`src/rtl/tt_divider_seq.sv`:
```
// Sequential 16-by-8 unsigned restoring divider: one quotient bit per clock, MSB first.
// Results are registered and only change on the cycle done pulses.
module tt_divider_seq (
    input  logic        clk,
    input  logic        rst,
    input  logic        start,
    input  logic [15:0] dividend,
    input  logic [7:0]  divisor,
    output logic        ready,
    output logic        done,
    output logic [15:0] quotient,
    output logic [7:0]  remainder,
    output logic        div_by_zero
);

    // state | meaning
    // IDLE  | waiting for start, ready=1
    // RUN   | 16 restoring steps, one per clock
    // FIN   | load results, pulse done, back to IDLE
    typedef enum logic [1:0] {
        S_IDLE = 2'd0,
        S_RUN  = 2'd1,
        S_FIN  = 2'd2
    } state_t;

    state_t      state_q, state_d;
    logic [15:0] dvd_q, dvd_d;
    logic [7:0]  dsr_q, dsr_d;
    logic [8:0]  prem_q, prem_d;
    logic [4:0]  cnt_q, cnt_d;
    logic [15:0] quot_q, quot_d;
    logic [7:0]  rem_q, rem_d;
    logic        dbz_q, dbz_d;
    logic        done_q, done_d;

    // One extra bit above the 9-bit shifted remainder turns the trial
    // subtraction's borrow into a sign bit.
    logic [9:0]  shifted;
    logic [9:0]  trial;
    logic        no_borrow;

    always_comb begin
        shifted   = {prem_q, dvd_q[15]};
        trial     = shifted - {2'b00, dsr_q};
        no_borrow = ~trial[9];
    end

    always_comb begin
        state_d = state_q;
        dvd_d   = dvd_q;
        dsr_d   = dsr_q;
        prem_d  = prem_q;
        cnt_d   = cnt_q;
        quot_d  = quot_q;
        rem_d   = rem_q;
        dbz_d   = dbz_q;
        done_d  = 1'b0;

        case (state_q)
            S_IDLE: begin
                if (start) begin
                    dvd_d   = dividend;
                    dsr_d   = divisor;
                    prem_d  = 9'd0;
                    cnt_d   = 5'd0;
                    state_d = (divisor == 8'd0) ? S_FIN : S_RUN;
                end
            end
            S_RUN: begin
                prem_d = no_borrow ? trial[8:0] : shifted[8:0];
                dvd_d  = {dvd_q[14:0], no_borrow};
                cnt_d  = cnt_q + 5'd1;
                if (cnt_q == 5'd15) begin
                    state_d = S_FIN;
                end
            end
            S_FIN: begin
                done_d  = 1'b1;
                state_d = S_IDLE;
                if (dsr_q == 8'd0) begin
                    // dividend register was never shifted on the zero-divisor path
                    quot_d = 16'hFFFF;
                    rem_d  = dvd_q[7:0];
                    dbz_d  = 1'b1;
                end else begin
                    quot_d = dvd_q;
                    rem_d  = prem_q[7:0];
                    dbz_d  = 1'b0;
                end
            end
            default: begin
                state_d = S_IDLE;
            end
        endcase
    end

    always_ff @(posedge clk or posedge rst) begin
        if (rst) begin
            state_q <= S_IDLE;
            dvd_q   <= 16'd0;
            dsr_q   <= 8'd0;
            prem_q  <= 9'd0;
            cnt_q   <= 5'd0;
            quot_q  <= 16'd0;
            rem_q   <= 8'd0;
            dbz_q   <= 1'b0;
            done_q  <= 1'b0;
        end else begin
            state_q <= state_d;
            dvd_q   <= dvd_d;
            dsr_q   <= dsr_d;
            prem_q  <= prem_d;
            cnt_q   <= cnt_d;
            quot_q  <= quot_d;
            rem_q   <= rem_d;
            dbz_q   <= dbz_d;
            done_q  <= done_d;
        end
    end

    assign ready       = (state_q == S_IDLE);
    assign done        = done_q;
    assign quotient    = quot_q;
    assign remainder   = rem_q;
    assign div_by_zero = dbz_q;

endmodule
```
`config.mk`:
```
export PLATFORM = sky130hd
export DESIGN_NAME = tt_divider_seq
export DESIGN_NICKNAME = d
export VERILOG_FILES = /design/src/rtl/tt_divider_seq.sv
export SDC_FILE = /design/constraint.sdc
export NUM_CORES = 1
export LEC_CHECK = 0
export ABC_CLOCK_PERIOD_IN_PS = 2540
export BUFFER_PORTS_ARGS = -buffer_cell sky130_fd_sc_hd__buf_2
export CAP_MARGIN = 5
export CORE_MARGIN = 8
export CORE_UTILIZATION = 50
export CTS_CLUSTER_SIZE = 12
export DETAILED_ROUTE_END_ITERATION = 16
export HOLD_SLACK_MARGIN = 0.12
export PLACE_DENSITY_LB_ADDON = 0.3
export SLEW_MARGIN = 30
export SYNTH_ARGS = -nofsm -noshare
export SYNTH_HDL_FRONTEND = slang
export SYNTH_SLANG_ARGS = --single-unit
export TNS_END_PERCENT = 50
```
`constraint.sdc`:
```
create_clock -name clk -period 2.54 [get_ports clk]
set_clock_uncertainty 0.2 [all_clocks]
set_input_delay 0 -clock clk [delete_from_list [all_inputs] [get_ports clk]]
set_output_delay 0 -clock clk [all_outputs]
set_load 0.02 [all_outputs]
```
==> results.yml, run 1 <==
power_and_ir_drop:
  leakage_nw: 2.001
  power_mw: 5.456
  p_sw_frac: 0.4014
  internal-power_mw: 3.266
  irDropWorstVdd_mv: 0.6277
  seqPwrFrac: 0.327
  p_switching_mw: 2.190
  power_density_nw_per_um2: 1279
  comb_power_share: 0.491
  clkPwrFrac: 0.183
timing:
  period_share: 0.9884
  fin_setup_tns_ps: 0
  maxSlewHeadroom: 0.5067
  setup_viol: 0
  finalHoldViolCount: 0
  drv_slew: 0
  worst_slew_pin_slew_ps: 739.4
  holdWs_ps: 241.0
  fin_ws_ps: 29.59
  period_needed_ps: 2510
  max_freq_mhz: 398.3
cts:
  cts_root_buf: "clkbuf_8"
  cts_sinks: 66
  clk_pin_slew_worst_paths_ps: 70
  clock_latency_ps: 340
  htreeDepth: 3
  cts_tree: "yes"
  cts_buffers: 9
  clockBufferDepth: 2
job:
  cap_violations: 0
worst_setup_path:
  r2r_cells: 8
  path_buf_inv: 1
  worst-path-max-fanout: 5
  startpoint: "dsr_q[1]"
  crit_type: "flop to flop"
  worstSetupEndpointType: "flop"
  r2r_start: "dsr_q[1]"
  timing.rr.end: "prem_q[6]"
  crit_arrival_ps: 2530
  crit_path_top_delay_cell: "dfrtp_1"
  cp_top_family: "simple AND/OR/NAND/NOR gates"
  worstPathRequired_ps: 2560
  crit_chain: "inv_1 > ha_1 > nor2b_2 > o2111ai_2 > a31oi_1 > or3_1 > and2_4 > a311o_1"
  start_kind: "flop"
  slowest_delay_ps: 400
  r2r_setup_slack_ps: 30
die:
  pin_count: 54
  fp.dieH_microns: 97.10
  die_w_microns: 97.10
  num_rows: 29
  core_area_sq_um: 6350
  start_util: 0.5178
  die_area_sq_um: 9427
grt:
  grt_pass1_wl_microns: 14080
  groute.usage.overall: 0.1820
  grt-ovfl-total: 0
  antenna_found_initial: 0
  grt_pass1_vias: 2864
  grt_max_degree: 49
placed_design:
  port_buffers: 53
  globalplace.congestion: 0.8788
  pre_cts_ws_ps: 119.1
  hpwl_microns: 5602
synthesis:
  postSynthCellCount: 351
  synth_seq_cells: 66
  synth_edf_count: 0
  synth_area_leaders: "dfrtp_1 (50%), mux2i_1 (6.1%), nor2_1 (5.8%), nand2_1 (4.7%), o21ai_0 (4.6%)"
  netlist_area_sq_um: 3288
  synth_most_common_cell: "dfrtp_1"
  syn_nets: 389
  synthDistinctLibCells: 45
  ys_seq_area_frac: 0.5023
  synth_commonest_cells: "dfrtp_1 (66), nor2_1 (51), nand2_1 (41), o21ai_0 (30), a21oi_1 (28)"
  yosysTopAreaCellShare: 0.5023
  synth.avg_cell_area_sq_um: 9.368
  synth_flop_cell: "dfrtp_1"
  async_reset_ff_frac: 1.000
  synth_top_area_cell: "dfrtp_1"
  yosysWarnings: 0
final_layout:
  fillers: 471
  syn_to_final_growth_pct: 29.76
  fin_util: 0.6719
  drive_gt1_frac: 0.2270
  nets: 478
  diodes: 0
detailed_routing:
  via_per_inst: 5.494
  first_pass_iters: 4
  vias: 2868
  ant_nets: 0
  drt-total-wl_microns: 8464
  wire_per_inst_microns: 16.21
  drc: 0
  first_iter_violations: 139
min_path:
  hold_path_class: "primary input to flop"
  hold_path_end: "dsr_q[6]"
  min_path_cells: 4
  hp-start: "divisor[6]"
status:
  status: "finished clean"
[through the flow]
stage	area, sq um	std cells
CTS	4235	521
finish	4267	522
detailed placement	3687	473
global placement	3687	473
floorplan	3288	351
global route	4267	522
[layout make-up]
cell class | instances | area, sq um | share of cell area
Clock buffer | 10 | 137.6 | 0.03226
Clock inverter | 6 | 90.09 | 0.02111
Inverter | 13 | 48.80 | 0.01144
Multi-Input combinational cell | 252 | 1533 | 0.3592
Sequential cell | 66 | 1653 | 0.3874
Tap cell | 77 | 96.34 | 0.02258
Timing Repair Buffer | 98 | 708.2 | 0.1660
[worst register-to-register path: stages, from the launching register on]
cell	delay, ps
dfrtp_1	400
inv_1	100
ha_1	300
nor2b_2	170
o2111ai_2	190
a31oi_1	140
or3_1	370
and2_4	200
a311o_1	300
[power by group through the flow]
stage               clock network (mW)  logic, mW  registers, mW
CTS                               1.01       2.56           1.77
global placement                     0       2.39           1.77
detailed placement                   0       2.44           1.79
global route                      1.06       2.97           1.83
finish                           0.997       2.68           1.78
floorplan                            0       1.85           1.78
[how the worst max path moves through the flow]
stage	endpoint	slack, ps	depth (start not counted)
2_1_floorplan	prem_q[6]	30	10
3_3_place_gp	prem_q[6]	150	8
3_5_place_dp	prem_q[6]	120	8
4_1_cts	dvd_q[1]	50	6
5_1_grt	prem_q[6]	-20	8
6_report	prem_q[6]	30	8
[placed cells by master (no fill, tap or decap), types with 2 or more instances in the layout]
master and n:
a211oi_1 3, a21oi_1 28, a221o_1 3, a22oi_1 5, and3_1 2, buf_12 2
buf_2 53, buf_4 11, bufinv_16 2, clkbuf_8 10, clkinv_4 2, dfrtp_1 65
dlygate4sd3_1 32, ha_1 9, inv_1 12, mux2i_1 20, nand2_1 41, nand2b_1 2
nand3_1 6, nand4_1 5, nor2_1 51, nor2b_1 3, nor2b_2 3, o211ai_1 3
o21a_1 4, o21ai_0 30, o311ai_1 2, o31a_1 2, or2_2 2, or3_1 2
or4_1 3, xor2_1 2
[sequential cells by signal (all words and copies together) (netlist names)]
| signal | cells |
|---|---|
| cnt_q | 5 |
| done | 1 |
| dvd_q | 16 |
| state_q | 2 |
| prem_q | 9 |
| quotient | 16 |
| dsr_q | 8 |
| remainder | 8 |
| div_by_zero | 1 |
[per-layer routing]
layer | up-vias | wire, microns | GRT usage
met2 | 97 | 4033 | 0.2901
met5 | - | 0 | 0
met1 | 1348 | 3622 | 0.2226
met3 | 24 | 517 | 0.04552
li1 | 1399 | - | -
met4 | 0 | 291 | 0.09349
[kinds of logic after synthesis]
family / after synthesis / synth area share
buf+inv: 34 / 0.04414
compound gates: 91 / 0.1701
flops: 66 / 0.5023
xor+xnor: 3 / 0.007992
simple gates: 125 / 0.1670
fa+ha+maj: 11 / 0.04414
mux: 21 / 0.06431
[timing repair]
| item | CTS | global route |
|---|---|---|
| endpoints found under the hold margin | 99 | 0 |
| buffers inserted | 0 | 0 |
| gates resized for setup | 0 | 7 |
| setup endpoints to repair | 0 | 11 |
| hold buffers | 32 | 0 |
Power figures use the tool's default switching activity.
==> inputs of run 2 (changes only) <==
--- a/config.mk
+++ b/config.mk
@@ -6,12 +6,12 @@
 export NUM_CORES = 1
 export LEC_CHECK = 0
 export ABC_CLOCK_PERIOD_IN_PS = 2540
-export BUFFER_PORTS_ARGS = -buffer_cell sky130_fd_sc_hd__buf_2
 export CAP_MARGIN = 5
 export CORE_MARGIN = 8
 export CORE_UTILIZATION = 50
 export CTS_CLUSTER_SIZE = 12
 export DETAILED_ROUTE_END_ITERATION = 16
+export DONT_BUFFER_PORTS = 1
 export HOLD_SLACK_MARGIN = 0.12
 export PLACE_DENSITY_LB_ADDON = 0.3
 export SLEW_MARGIN = 30
==> results.yml, run 2 (same netlist as run 1, synthesis figures left out) <==
status:
  status: "finished clean"
worst_setup_path:
  cp_top_family: "simple AND/OR/NAND/NOR gates"
  worst-path-max-fanout: 10
  crit_path_top_delay_cell: "dfrtp_1"
  crit_chain: "inv_1 > ha_1 > nor2b_1 > o2111ai_2 > a31oi_2 > or3_1 > and2_4 > a311o_1"
  worstPathRequired_ps: 2570
  path_buf_inv: 1
  slowest_delay_ps: 380
  crit_arrival_ps: 2440
  worstSetupEndpointType: "flop"
  crit_type: "flop to flop"
  start_kind: "flop"
detailed_routing:
  m1WireLength_microns: 3426
  first_iter_violations: 133
  ant_nets: 0
  drt-total-wl_microns: 7954
  wire_per_inst_microns: 16.68
  first_pass_iters: 4
  routed-wl-met2_microns: 3895
  via_per_inst: 5.658
  vias: 2699
  highest_layer: "met4"
  wl_met3_microns: 449
  drc: 0
timing:
  setup_viol: 0
  fin_setup_tns_ps: 0
  holdWs_ps: 154.1
  fin_ws_ps: 124.3
  rsz0062_at_grt: "yes"
  maxSlewHeadroom: 0.5126
  finalHoldViolCount: 0
  period_needed_ps: 2416
  max_freq_mhz: 414.0
  period_share: 0.9511
  worst_slew_pin_slew_ps: 730.2
  drv_slew: 0
final_layout:
  finalNonFillerCells: 477
  fin_area_sq_um: 4104
  syn_to_final_growth_pct: 24.81
  diodes: 0
  fillers: 489
  drive_gt1_frac: 0.1175
  final_cell_mix: "dfrtp_1 (66), nor2_1 (51), nand2_1 (41)"
  fin_util: 0.6463
  final_common_cell: "dfrtp_1"
  nets: 433
cts:
  cts_buffers: 9
  clock_latency_ps: 350
  cts_tree: "yes"
  cts_root_buf: "clkbuf_8"
  cts_sinks: 66
  clk_pin_slew_worst_paths_ps: 70
  clockBufferDepth: 2
  htreeDepth: 3
die:
  core_area_sq_um: 6350
  num_rows: 29
  pin_count: 54
  die_w_microns: 97.10
  start_util: 0.5178
  fp.dieH_microns: 97.10
  die_area_sq_um: 9427
power_and_ir_drop:
  power_mw: 5.608
  irDropWorstVdd_mv: 0.6839
  leakage_nw: 1.798
  power_density_nw_per_um2: 1367
grt:
  grt_pass1_vias: 2696
  grt_pass1_wl_microns: 13210
  antenna_found_initial: 0
  grt-ovfl-total: 0
  groute.usage.overall: 0.1687
  grt_max_degree: 45
job:
  cap_violations: 0
placed_design:
  hpwl_microns: 5370
  place_inst: 423
  globalplace.congestion: 0.8986
  placed_area_sq_um: 3420
  port_buffers: 0
  pre_cts_ws_ps: 117.8
min_path:
  hold_path_class: "primary input to flop"
-- run 2: cell types whose count changed in the layout (fill, tap and decap cells not counted), moves of 2 or more --
cell / change
bufinv_16: +2
buf_12: -2
buf_2: -53
nor2b_2: -3
buf_4: +5
nor2b_1: +3
dlygate4sd3_1: +6
-- run 2: power breakdown --
part           leakage (nW)  switching [mW]  internal, mW  total (mW)
logic                 0.823            1.30          1.24        2.54
clock network         0.131           0.417         0.757        1.17
registers             0.843           0.447          1.45        1.89
total                  1.80            2.16          3.44        5.61
-- run 2: per-layer routing --
metal,GRT usage,up-vias
li1,-,1307
met1,0.1994,1304
met2,0.2870,73
met3,0.03627,15
met4,0.07337,0
met5,0,-
-- run 2: worst reg2reg max path, cell delays in order (launching register included) --
cell	delay (ps)
dfrtp_1	380
inv_1	80
ha_1	290
nor2b_1	160
o2111ai_2	210
a31oi_2	130
or3_1	340
and2_4	210
a311o_1	310
-- run 2: path summary, 6_finish.rpt --
check / from / to / slack [ps] / cells past startpoint
worst max-delay path: dsr_q[1] / prem_q[6] / 120 / 8
worst min-delay path: divisor[7] / dsr_q[7] / 150 / 3
worst max register to register: dsr_q[1] / prem_q[6] / 120 / 8
worst min register to register: cnt_q[3] / cnt_q[3] / 290 / 1
max in group asynchronous: rst / prem_q[0] / 930 / 4
min in group asynchronous: rst / remainder[3] / 570 / 3
-- run 2: layout make-up --
class	count	area, sq um	share of cell area
sequential	66	1652	0.4024
multi-input combinational	251	1540	0.3753
timing repair buffer	54	500.5	0.1220
clock inverter	6	137.6	0.03354
clock buffer	10	127.6	0.03110
tap	77	96.34	0.02348
inverter	13	50.05	0.01220
-- run 2: timing repair --
item	4_1_cts	5_1_grt
hold buffers	37	1
buffers inserted	0	0
endpoints found under the hold margin	100	42
endpoints found under the setup margin	0	12
gates resized for setup	0	6
==> inputs of run 3 (changes only) <==
--- a/config.mk
+++ b/config.mk
@@ -7,7 +7,6 @@
 export LEC_CHECK = 0
 export ABC_CLOCK_PERIOD_IN_PS = 2540
 export CAP_MARGIN = 5
-export CORE_MARGIN = 8
 export CORE_UTILIZATION = 50
 export CTS_CLUSTER_SIZE = 12
 export DETAILED_ROUTE_END_ITERATION = 16
==> results.yml, run 3 (same netlist as run 1, synthesis figures left out) <==
timing:
  worst_slew_pin_slew_ps: 579.3
  max_freq_mhz: 413.4
  finalHoldViolCount: 0
  maxSlewHeadroom: 0.6128
  drv_slew: 0
  setup_viol: 0
  period_needed_ps: 2419
  fin_setup_tns_ps: 0
  period_share: 0.9524
grt:
  grt_pass1_wl_microns: 13320
  grt_pass1_vias: 2770
  grt-ovfl-total: 0
  grt_max_degree: 36
  antenna_found_initial: 0
  groute.usage.overall: 0.2420
final_layout:
  finalNonFillerCells: 475
  syn_to_final_growth_pct: 21.92
  nets: 432
  diodes: 0
  final_cell_mix: "dfrtp_1 (66), nor2_1 (51), nand2_1 (41)"
  final_common_cell: "dfrtp_1"
  drive_gt1_frac: 0.1231
die:
  fp.dieH_microns: 83.10
  die_w_microns: 83.10
  start_util: 0.5178
  pin_count: 54
  num_rows: 29
  core_area_sq_um: 6350
  die_area_sq_um: 6905
min_path:
  hold_path_end: "dsr_q[6]"
  hp-start: "divisor[6]"
  min_path_cells: 3
  hold_path_class: "primary input to flop"
power_and_ir_drop:
  seqPwrFrac: 0.364
  comb_power_share: 0.494
  irDropWorstVdd_mv: 0.6160
  internal-power_mw: 3.026
  power_density_nw_per_um2: 1284
  leakage_nw: 1.756
  p_switching_mw: 2.120
  p_sw_frac: 0.4120
  clkPwrFrac: 0.142
worst_setup_path:
  crit_chain: "inv_1 > ha_2 > and3_1 > a21oi_2 > a31oi_2 > or3_4 > and2_4 > a311o_1"
  worstSetupEndpointType: "flop"
  crit_path_top_delay_cell: "dfrtp_1"
  r2r_start: "dsr_q[3]"
  r2r_cells: 8
  crit_arrival_ps: 2440
  worstPathRequired_ps: 2560
  worst-path-max-fanout: 10
  start_kind: "flop"
  crit_type: "flop to flop"
  slowest_delay_ps: 380
  r2r_setup_slack_ps: 120
  timing.rr.end: "prem_q[6]"
cts:
  htreeDepth: 3
  cts_tree: "yes"
  cts_sinks: 66
  clk_pin_slew_worst_paths_ps: 80
  clock_latency_ps: 340
  cts_buffers: 9
  clockBufferDepth: 2
  cts_root_buf: "clkbuf_8"
placed_design:
  port_buffers: 0
  place_inst: 421
  hpwl_microns: 5131
  globalplace.congestion: 0.9060
job:
  cap_violations: 0
detailed_routing:
  via_per_inst: 5.701
  first_iter_violations: 158
  ant_nets: 0
  drc: 0
  vias: 2708
  first_pass_iters: 4
  drt-total-wl_microns: 7695
  wire_per_inst_microns: 16.20
status:
  status: "finished clean"
-- run 3: cell count changes in the layout (fill, tap and decap cells not counted), moves of 2 or more --
cell        previous run  this run
buf_12                 0         2
buf_4                 16        14
bufinv_16              4         0
clkinv_2               1         4
clkinvlp_4             0         2
nor2b_1                6         4
nor2b_2                0         2
-- run 3: power by group through the flow --
stage	combinational, mW	sequential, mW	clock (mW)
final	2.54	1.87	0.732
after global routing	2.87	1.93	0.792
after CTS	2.44	1.86	0.750
after detailed placement	2.25	1.88	0
after global placement	2.20	1.87	0
after floorplan	1.85	1.78	0
-- run 3: critical path, delay by kind of cell (launching register included) --
family	cells	cell delay, ps
DFF	1	380
AOI/OAI and AO/OA	3	560
adders and majority gates	1	310
and+or+nand+nor	3	740
buffers and inverters	1	90
-- run 3: repair_timing --
action                                 in CTS  in global routing
setup buffers                               0                  1
resized for setup                           0                  7
setup endpoints to repair                   0                  8
endpoints found under the hold margin      98                  0
hold buffers                               38                  0
-- run 3: how the worst max path moves through the flow --
stage,start,endpoint
floorplan,dsr_q[1],prem_q[6]
global placement,dsr_q[1],prem_q[6]
detailed placement,dsr_q[1],prem_q[6]
CTS,dsr_q[1],prem_q[6]
global route,dsr_q[1],prem_q[6]
finish,dsr_q[3],prem_q[6]
-- run 3: per-layer routing --
| metal | GRT usage | routed length (microns) | vias to the layer above | share of wire |
|---|---|---|---|---|
| li1 | - | - | 1309 | - |
| met1 | 0.3305 | 3494 | 1326 | 0.45 |
| met2 | 0.3785 | 3804 | 63 | 0.49 |
| met3 | 0.05765 | 257 | 10 | 0.033 |
| met4 | 0.08464 | 139 | 0 | 0.018 |
| met5 | 0 | 0 | - | 0 |
-- run 3: final cells by class --
cell class / instances / area (sq um)
clock buffer: 9 / 123.9
timing repair buffer: 53 / 515.5
inverter: 13 / 48.80
sequential: 66 / 1652
tap: 77 / 96.34
multi-input combinational: 251 / 1538
clock inverter: 6 / 35.03
fill: 507 / 2341
-- run 3: metrics by stage --
| stage | hold slack (ps) | cell area [sq um] | worst slack, ps | util | power [mW] |
|---|---|---|---|---|---|
| floorplan | -94.56 | 3288 | 26.76 | - | 3.629 |
| global placement | -143.0 | 3417 | 151.2 | 0.5381 | 4.069 |
| detailed placement | -143.0 | 3417 | 108.2 | 0.5381 | 4.132 |
| CTS | 133.6 | 3966 | 93.29 | 0.6246 | 5.055 |
| global route | 164.8 | 4009 | -1.233 | 0.6313 | 5.588 |
| finish | 152.5 | 4009 | 120.9 | 0.6313 | 5.146 |
